$ cat src/rtl/matrix_line_loader.sv
// Streams 16 matrix rows (8 for A, 8 for B) into the arithmetic unit operand
// registers, then holds the operands and the op select until the unit answers.
module matrix_line_loader #(
  parameter int LINE_W  = 32,
  parameter int ROWS    = 8,
  parameter int TIMEOUT = 1024
) (
  input  logic                   clk,
  input  logic                   reset,
  input  logic                   start,
  input  logic [1:0]             op,
  input  logic                   line_valid,
  input  logic [LINE_W-1:0]      line_data,
  output logic                   line_ready,
  output logic [LINE_W*ROWS-1:0] matrix_a,
  output logic [LINE_W*ROWS-1:0] matrix_b,
  output logic [7:0]             readed_lines_count,
  output logic                   mult,
  output logic                   add,
  output logic                   sub,
  input  logic                   au_ready,
  output logic                   busy,
  output logic                   done,
  output logic                   error
);

  localparam int RB = $clog2(ROWS);
  localparam int TW = $clog2(TIMEOUT);

  typedef enum logic [1:0] {
    IDLE, LOAD_A, LOAD_B, WAIT_AU
  } state_e;

  state_e                       state_q;
  logic [ROWS-1:0][LINE_W-1:0]  a_q, b_q;
  logic [7:0]                   cnt_q, cnt_d;
  logic [TW-1:0]                tmo_q;
  logic                         rdy_q, busy_q, done_q, err_q;
  logic                         mult_q, add_q, sub_q;
  logic                         xfer;
  logic [RB-1:0]                rsel;

  assign xfer  = line_valid && rdy_q;
  assign cnt_d = cnt_q + 8'd1;
  // Row 0 lives in the most significant slice of the packed matrix.
  assign rsel  = RB'(ROWS - 1) - cnt_q[RB-1:0];

  always_ff @(posedge clk) begin
    if (reset) begin
      state_q <= IDLE;
      a_q     <= '0;
      b_q     <= '0;
      cnt_q   <= '0;
      tmo_q   <= '0;
      rdy_q   <= 1'b0;
      busy_q  <= 1'b0;
      done_q  <= 1'b0;
      err_q   <= 1'b0;
      mult_q  <= 1'b0;
      add_q   <= 1'b0;
      sub_q   <= 1'b0;
    end else begin
      done_q <= 1'b0;
      err_q  <= 1'b0;
      unique case (state_q)
        IDLE: begin
          if (start) begin
            if (op == 2'b11) begin
              err_q <= 1'b1;
            end else begin
              state_q <= LOAD_A;
              cnt_q   <= '0;
              tmo_q   <= '0;
              rdy_q   <= 1'b1;
              busy_q  <= 1'b1;
              add_q   <= (op == 2'b00);
              sub_q   <= (op == 2'b01);
              mult_q  <= (op == 2'b10);
            end
          end
        end
        LOAD_A: begin
          if (xfer) begin
            a_q[rsel] <= line_data;
            cnt_q     <= cnt_d;
            if (cnt_q == 8'(ROWS - 1))
              state_q <= LOAD_B;
          end
        end
        LOAD_B: begin
          if (xfer) begin
            b_q[rsel] <= line_data;
            cnt_q     <= cnt_d;
            if (cnt_q == 8'(2 * ROWS - 1)) begin
              state_q <= WAIT_AU;
              rdy_q   <= 1'b0;
              tmo_q   <= '0;
            end
          end
        end
        WAIT_AU: begin
          // A late au_ready on the final timeout cycle still wins.
          if (au_ready || tmo_q == TW'(TIMEOUT - 1)) begin
            done_q  <= au_ready;
            err_q   <= !au_ready;
            state_q <= IDLE;
            cnt_q   <= '0;
            busy_q  <= 1'b0;
            mult_q  <= 1'b0;
            add_q   <= 1'b0;
            sub_q   <= 1'b0;
          end else begin
            tmo_q <= tmo_q + TW'(1);
          end
        end
        default: state_q <= IDLE;
      endcase
    end
  end

  assign line_ready         = rdy_q;
  assign matrix_a           = a_q;
  assign matrix_b           = b_q;
  assign readed_lines_count = cnt_q;
  assign mult               = mult_q;
  assign add                = add_q;
  assign sub                = sub_q;
  assign busy               = busy_q;
  assign done               = done_q;
  assign error              = err_q;

endmodule

$ cat config.mk
export PLATFORM = sky130hd
export DESIGN_NAME = matrix_line_loader
export DESIGN_NICKNAME = d
export VERILOG_FILES = /design/src/rtl/matrix_line_loader.sv
export SDC_FILE = /design/constraint.sdc
export NUM_CORES = 1
export LEC_CHECK = 0
export ABC_CLOCK_PERIOD_IN_PS = 2550
export CAP_MARGIN = 0
export CORE_MARGIN = 3
export CORE_UTILIZATION = 40
export DETAILED_ROUTE_END_ITERATION = 8
export GPL_ROUTABILITY_DRIVEN = 0
export PLACE_DENSITY = 0.67
export SKIP_CTS_REPAIR_TIMING = 1
export SYNTH_ARGS = -nofsm -noshare
export SYNTH_HDL_FRONTEND = slang
export SYNTH_SLANG_ARGS = --single-unit
export TNS_END_PERCENT = 100
$ cat constraint.sdc
create_clock -name clk -period 2.55 [get_ports clk]
set_clock_uncertainty 0.2 [all_clocks]
set_input_delay 0.51 -clock clk [delete_from_list [all_inputs] [get_ports clk]]
set_output_delay 0.51 -clock clk [all_outputs]
set_load 0.01 [all_outputs]
-- After elaboration in Yosys (flattened, before gate mapping)
Index checks and enable logic that the tools add are counted.
- output and inout bits: 527
- word-level logic and storage cells: 112
- register bits after elaboration: 539
- reduce and logical (&&, ||, !) cells: 18
- equal/unequal tests: 18
- add/sub/neg operators: 3
- order comparisons: 2
- bitwise operators: 2
- muxes and demuxes: 43
- operators with widths (cell ; number):
    bitwise mux 256 bit ; 2
    demux 32 bit (select 3 bit) ; 1
    two-way mux 10 bit ; 5
    two-way mux 32 bit ; 1
    two-way mux 8 bit ; 4
    case mux 10 bit (3 select lines) ; 1
    case mux 8 bit (3 select lines) ; 1
    inequality test 2 bit (second input constant) ; 8
    two-way mux 1 bit ; 14
    two-way mux 2 bit ; 7
    case mux 1 bit (2 select lines) ; 6
    adder 10 x 1 -> 10 bit (second input constant) ; 1
    equality test 10 bit (second input constant) ; 1
    adder 8 x 1 -> 8 bit (second input constant) ; 1
    equality test 2 bit (second input constant) ; 4
    equality test 8 x 3 -> 1 bit (second input constant) ; 1
    equality test 8 x 4 -> 1 bit (second input constant) ; 1
    case mux 2 bit (4 select lines) ; 1
    AND reduction 4 bit ; 2
    AND reduction 7 bit ; 1
    AND reduction 6 bit ; 1
    AND reduction 5 bit ; 1
    equality test 2 x 1 -> 1 bit (second input constant) ; 2
    logical NOT 2 bit ; 2
    other kinds (13) ; 17

-- Depth between registers and ports, before layout
Gate-level depths: netlist of run 1.
- depth after elaboration: 6
- mapped depth: 9
- depth with buffers taken out: 7

-- Worst setup path before layout of run 1
No wires, ideal clock.
- path type: flip-flop to flip-flop
- start point: register state_q[0]
- end point: register b_q (netlist bit matrix_b[225])
- clock period less this slack: 2110 ps
- path slack: 440 ps
- data arrival time: 1777 ps
- cell stages (with the launch flop): 10
- path through: dfxtp_1 inv_1 ha_1 clkbuf_1 nand3_1 or3_1 clkbuf_1 clkbuf_1 nand2_1 a21oi_1
- cells in the longest elaborated chain, start to end: 2
- RTL lines (item ; RTL line ; text):
    start, declared ; 34 ; state_e state_q;
    start signal, assigned ; 50 ; state_q <= IDLE;
    start signal, assigned ; 71 ; state_q <= LOAD_A;
    start signal, assigned ; 87 ; state_q <= LOAD_B;
    equality test 2 bit ; 65 ; unique case (state_q)
    AND reduction 2 bit (no line) ; - ;
    end signal, assigned by index ; 92 ; b_q[rsel] <= line_data;
    end, declared ; 35 ; logic [ROWS-1:0][LINE_W-1:0] a_q, b_q;
No other way between the ends.
A chain may end at the register's enable or synchronous reset.

-- Final worst setup path of run 1
- start point: register cnt_q[0] (netlist: readed_lines_count[0])
- end point: output port readed_lines_count[0]
- RTL lines (item ; RTL line ; text):
    start, declared ; 36 ; logic [7:0] cnt_q, cnt_d;
    start signal, assigned ; 85 ; cnt_q <= cnt_d;
    start signal, assigned ; 93 ; cnt_q <= cnt_d;
    end, declared ; 17 ; output logic [7:0] readed_lines_count,
No word-level cell between the ends.

==> run metrics, run 1 <==
Hold Crit Class=primary input to register; Synth area leaders=dfxtp_1 (56%), nand2_1 (20%), a21oi_1 (14%); combinational fraction of design power=about 7.9%; worst flop-to-flop path startpoint=state_q[1]$_SDFFE_PP0P_; mux contribution to synthesized area=less than 1%; slack of the critical path=between 0.09 and 0.1 ns; syn nets=~2600; # nets final=3054; drc violations=0; top-area cell type share of the netlist area=55.61%; Vias/cell=~5.4; Initial Utilization=40.55%; Sink Count=about 540; Finished Core Util=between 50% and 60%; vias in the first global route=about 18000; Hold Path Origin=reset; xor-xnor portion of the synthesized cell area=0%; slew margin rel.=~56%; drt initial violations=~1900; Sw Pwr=between 4000 and 5000 µW; worst slew pin tran=roughly 0.65 ns; largest net degree at the start of global routing=114; Post-synth EDFFs=0; yosys warns=0; via count=19738; synthesized flop and latch total=between 500 and 600; count leader, synth=nand2_1; worst r2r dst=matrix_a[218]$_SDFFE_PP0P_; delay-heaviest family, CP=buffers and inverters; Max Clk Rate=between 400 and 500 MHz; clock network power share=around 45%; Critical Path, Cell by Cell=buf_4 > clkdlybuf4s50_1; Seq/Total Area, Yosys=between 50% and 60%; DRT Pass-1 Iters=8; htree depth=2; complex-gate fraction of the synthesized area=around 15%; fraction of layout cells with a size suffix above 1=around 7.1%; crit path DAT=about 1.8 ns; largest stage delay on the critical path=0.60 ns; Switching Fraction=roughly 24%; DIE WIDTH=roughly 230 µm; Setup TNS Final=0 ns; count of input and output buffers=approximately 570; WL/cell=between 20 and 25 µm; core area=47850 µm²; Slew Limit Fails=0; Distinct cells, synth=44; Flop pwr share=between 40% and 50%; ANT nets after route=0; ys flop type=dfxtp_1; DPL Wire Length=54670 µm; total design power=17960 µW; Period Utilization, post-route=between 90 and 100%; drt total wl=approximately 83000 µm; Place WS=about 0.012 ns; max-cap viol count=0; gr usage total=approximately 30%; Final setup viols=0; CTS tree=done; Avg Cell Area, Syn=7.678 µm²; post-synthesis simple-gate area fraction=about a quarter; Final Instance Count excl. Fillers=3668; status=finished clean; Root Driver=clkbuf_16; largest family of logic cells by synthesized area=simple AND/OR/NAND/NOR gates; Yosys top cell by area=dfxtp_1; hold depth=2; internal power=between 10000 and 15000 µW; Cell Area, Synth=around 19000 µm²; Crit-path slowest cell=clkdlybuf4s50_1; crit end category=primary output; RSZ-0062 raised after global routing=false; worst-skew pair later-pin latency=between 0.5 and 0.6 ns; Mapped Cells=2527; r2r worst-path depth=8; Post-synth top cells=nand2_1 (1042), dfxtp_1 (539), a21oi_1 (529); initial antenna violation count=3; Setup CP Type=register to primary output; Top Ports=~570; P&R area growth vs syn=43.99%; IR drop worst, VDD=0.0005196 V; maximum fanout along the worst path=12; die height=around 230 µm; crit start category=register; dpl cells=3566; die area=a little over 50000 µm²; Hold Crit Endpoint=matrix_a[89]$_SDFFE_PP0P_; CTS buffer count=55; minimum clock period=between 2 and 2.5 ns; Critical Path RT=about 1.8 ns; Buf/Inv on CP=2; global-route wire length before repair=roughly 120000 µm; Synth async-reset ratio=0%; Static Leak=about 0.0091 µW; Synth Area in Adders=less than 1%; CTS Buffer Depth=3; Clock transition at path regs=about 0.06 ns; Cell Pwr Density=approximately 640 nW/µm²; Hold Fails Final Rpt=0; standard-cell rows=80; GRT Residual Overflow=0; worst reg2reg setup slack=0.34 ns
[flip-flops by register name, summed over array words and instances (netlist names)]
| name | count |
|---|---|
| readed_lines_count | 8 |
| sub | 1 |
| mult | 1 |
| error | 1 |
| busy | 1 |
| add | 1 |
| line_ready | 1 |
| matrix_b | 256 |
| state_q | 2 |
| done | 1 |
| matrix_a | 256 |
| tmo_q | 10 |
[layer usage]
layer / GRT usage [%] / vias up / routed length [µm]
li1: - / 9099 / -
met2: 49.13 / 1017 / 37490
met5: 0 / - / 0
met1: 38.57 / 9446 / 32470
met3: 10.40 / 176 / 9717
met4: 12.06 / 0 / 3184
[worst register-to-register path, stage by stage, from the launching register on]
cell	delay [ns]
dfxtp_1	0.34
inv_1	0.11
ha_1	0.35
nand3_1	0.17
buf_4	0.20
or2_2	0.32
buf_12	0.18
nand2_1	0.14
a21oi_1	0.07
[per-stage QoR]
step           instance area [µm²]  hold slack (ns)
3_5_place_dp                 26150           0.2455
2_1_floorplan                19400           0.2694
4_1_cts                      27930           0.1817
3_3_place_gp                 26150           0.2412
5_1_grt                      27930           0.2004
6_report                     27940           0.1961
[layout by cell type (no fill, tap or decap), types with 2 or more instances in the layout]
cell type	instances
nand2_1	1042
clkdlybuf4s50_1	564
dfxtp_1	538
a21oi_1	529
buf_4	67
clkbuf_16	56
buf_12	35
inv_1	15
clkbuf_1	15
nand3_1	14
clkinv_2	14
nor2_1	12
nor3_1	10
or2_2	9
nor2_2	9
o32ai_1	9
o21ai_0	9
clkbuf_8	9
or3_1	7
nand4_1	7
ha_1	7
and3_1	6
nor4_1	6
or4_1	6
nand2b_1	5
and2_1	4
mux2i_1	4
nor2b_1	3
nor2_4	3
a31oi_1	3
bufinv_16	3
nor3_2	2
and4_1	2
o41ai_1	2
a41oi_1	2
o21a_1	2
nand3b_1	2
a22o_1	2
clkinvlp_4	2
[power groups by stage]
| stage | Combinational [µW] | Clock (µW) | Sequential [µW] |
|---|---|---|---|
| final | 1420 | 7990 | 8550 |
| after global routing | 1490 | 8450 | 8550 |
| after CTS | 1400 | 8080 | 8550 |
| after detailed placement | 1390 | 0 | 8730 |
| after global placement | 1370 | 0 | 8730 |
| after floorplan | 668 | 0 | 8750 |
[cell families after synthesis]
logic type / count (synthesis)
and+or+nand+nor: 1152
AOI/OAI and AO/OA: 567
muxes: 4
DFF: 539
adders and majority gates: 7
buffers and inverters: 258
[worst max-delay path by stage]
| stage | startpoint | end | slack [ns] | cells past startpoint |
|---|---|---|---|---|
| finish | readed_lines_count[0]$_SDFFE_PP0P_ | readed_lines_count[0] | 0.09 | 2 |
| global route | readed_lines_count[0]$_SDFFE_PP0P_ | readed_lines_count[0] | 0.05 | 2 |
| CTS | readed_lines_count[2]$_SDFFE_PP0P_ | readed_lines_count[2] | 0.02 | 1 |
| detailed placement | start | tmo_q[9]$_SDFFE_PP0P_ | 0.01 | 7 |
| global placement | start | tmo_q[9]$_SDFFE_PP0P_ | -0.001 | 7 |
| floorplan | state_q[0]$_SDFFE_PP0P_ | matrix_b[225]$_SDFFE_PP0P_ | 0.44 | 9 |
[layout make-up]
class / count / area [µm²]
Fill cell: 4232 / 19910
Sequential cell: 539 / 10790
Multi-Input combinational cell: 1730 / 7671
Timing Repair Buffer: 667 / 6864
Clock buffer: 80 / 1582
Tap cell: 615 / 769.5
Clock inverter: 21 / 200.2
Inverter: 15 / 56.30
Antenna cell: 1 / 2.502
Power figures use the tool's default switching activity.
==> run 2: changes to the inputs <==
ABC_CLOCK_PERIOD_IN_PS = 2900   (was 2550)
clock period = 2.9 ns   (was 2.55 ns; I/O delays follow)
==> run 2 against run 1 <==
Compared with the run above:
- utilization down 0.52 points
- register-to-register slack gained 0.07 ns
- sequential power decreased by 12%
- total power shrank 9.7%
- critical endpoint is now readed_lines_count[2]
- highest routed layer unchanged
==> run metrics, run 2 (same netlist as run 1, synthesis figures left out) <==
drt initial violations=1709 (-10%); Initial Utilization=40.55% (unchanged); delay-heaviest family, CP=buffers and inverters; commonest non-fill, non-tap cell in the layout=nand2_1; # nets final=3027 (-0.88%); Place WS=0.05161 ns (+0.03963 ns); ANT nets after route=0 (unchanged); Flop pwr share=46.3% (-1.3 points); count of input and output buffers=565 (unchanged); RSZ-0062 raised after global routing=false; Slew Limit Fails=0 (unchanged); dpl cell area=25760 µm² (-1.5%); Final setup viols=0 (unchanged); largest stage delay on the critical path=0.65 ns (+0.05 ns); slew margin rel.=42.51% (-14 points); Vias/cell=5.334 (-0.88%); DPL Wire Length=54260 µm (-0.76%); DIE WIDTH=226.2 µm (unchanged); worst slew pin tran=0.8623 ns (+0.2131 ns); CTS tree=done; fraction of layout cells with a size suffix above 1=6.380% (-0.76 points); clock network power share=46.5% (+2.0 points); drc violations=0 (unchanged); Static Leak=0.008977 µW (-1.7%); Finished Core Util=57.87% (-0.52 points); Switching Fraction=24.04% (-0.31 points); gr usage total=31.09% (+0.28 points); Sink Count=539 (unchanged); CTS Buffer Depth=3 (unchanged); crit path DAT=1.83 ns (+0.08 ns); GRT Residual Overflow=0 (unchanged); Finished Cell Area=27690 µm² (-0.89%); status=finished clean; minimum clock period=2.608 ns; vias in the first global route=18323 (+0.64%); Root Driver=clkbuf_16; maximum fanout along the worst path=12 (unchanged); WL/cell=22.75 µm (+0.70%); crit start category=register; Clock transition at path regs=0.06 ns (about the same); via count=19420 (-1.6%); IR drop worst, VDD=0.0004978 V (-4.2%); DRT Pass-1 Iters=7 (-1); crit end category=primary output; standard-cell rows=80 (unchanged); die height=226.2 µm (unchanged); Top Ports=566 (unchanged); htree depth=2 (unchanged); initial antenna violation count=1 (-2); Setup TNS Final=0 ns (unchanged); drt total wl=82830 µm (about the same); Period Utilization, post-route=89.92%; Critical Path, Cell by Cell=clkdlybuf4s50_1; max-cap viol count=0 (unchanged); Max Clk Rate=383.5 MHz; core area=47850 µm² (unchanged); die area=51180 µm² (unchanged); slack of the critical path=0.2924 ns (+0.1981 ns); worst-skew pair later-pin latency=0.60 ns (about the same); Buf/Inv on CP=1 (-1); largest net degree at the start of global routing=123 (+7.9%); combinational fraction of design power=7.2% (-0.7 points); most frequent cells in the layout=nand2_1 (1042), clkdlybuf4s50_1 (564), dfxtp_1 (539), a21oi_1 (529); internal power=12320 µW (-9.3%); Sw Pwr=3899 µW (-11%); Setup CP Type=register to primary output; P&R area growth vs syn=42.70%; Critical Path RT=2.12 ns (+0.28 ns); Hold Crit Class=register to register; global-route wire length before repair=119800 µm (+0.98%); Cell Pwr Density=585.7 nW/µm² (-8.9%); Crit-path slowest cell=clkdlybuf4s50_1; Hold Fails Final Rpt=0 (unchanged); CTS buffer count=55 (unchanged)
-- run 2: worst paths after layout --
check,startpoint,endpoint,slack [ns],depth (start not counted)
setup / recovery,readed_lines_count[2]$_SDFFE_PP0P_,readed_lines_count[2],0.29,1
hold / removal,matrix_a[12]$_SDFFE_PP0P_,matrix_a[12]$_SDFFE_PP0P_,0.25,2
setup reg to reg,state_q[1]$_SDFFE_PP0P_,matrix_a[214]$_SDFFE_PP0P_,0.41,6
hold reg to reg,matrix_a[12]$_SDFFE_PP0P_,matrix_a[12]$_SDFFE_PP0P_,0.25,2
-- run 2: layout make-up --
cell class | instances | area (µm²)
fill | 4228 | 20160
clock buffer | 74 | 1518
inverter | 15 | 56.30
multi-input combinational | 1730 | 7671
clock inverter | 27 | 406.6
sequential | 539 | 10790
timing repair buffer | 640 | 6474
tap | 615 | 769.5
antenna | 1 | 2.502
-- run 2: per-stage QoR --
| step | std cells | hold WS [ns] | total power [µW] |
|---|---|---|---|
| after floorplan | 2527 | 0.2694 | 8280 |
| after global placement | 3539 | 0.2411 | 8790 |
| after detailed placement | 3539 | 0.2467 | 8817 |
| after CTS | 3640 | 0.2544 | 16270 |
| after global routing | 3641 | 0.2692 | 16660 |
| final | 3641 | 0.2522 | 16220 |
-- run 2: power by group through the flow --
stage	Clock (µW)	Combinational, µW	Sequential [µW]
after floorplan	0	587	7690
after global placement	0	1120	7670
after detailed placement	0	1140	7680
after CTS	7610	1140	7510
after global routing	7920	1230	7520
final	7540	1160	7510
-- run 2: worst register-to-register path, stage by stage, from the launching register on --
cell	delay, ns
dfxtp_1	0.34
inv_1	0.11
ha_1	0.34
nand3_1	0.36
or2_2	0.69
nand2_1	0.23
a21oi_1	0.10
-- run 2: metal layers --
layer	up-vias	global-route usage [%]	share of wire [%]
met5	-	0	0
met4	0	11.67	4.0
met3	171	10.96	11
met2	1001	49.97	46
met1	9213	38.50	39
li1	9035	-	-
==> run 3: changes to the inputs <==
CAP_MARGIN = default   (was 0)
==> results of run 3 <==
Final layout, timing and power as in run 2 (identical DEF).
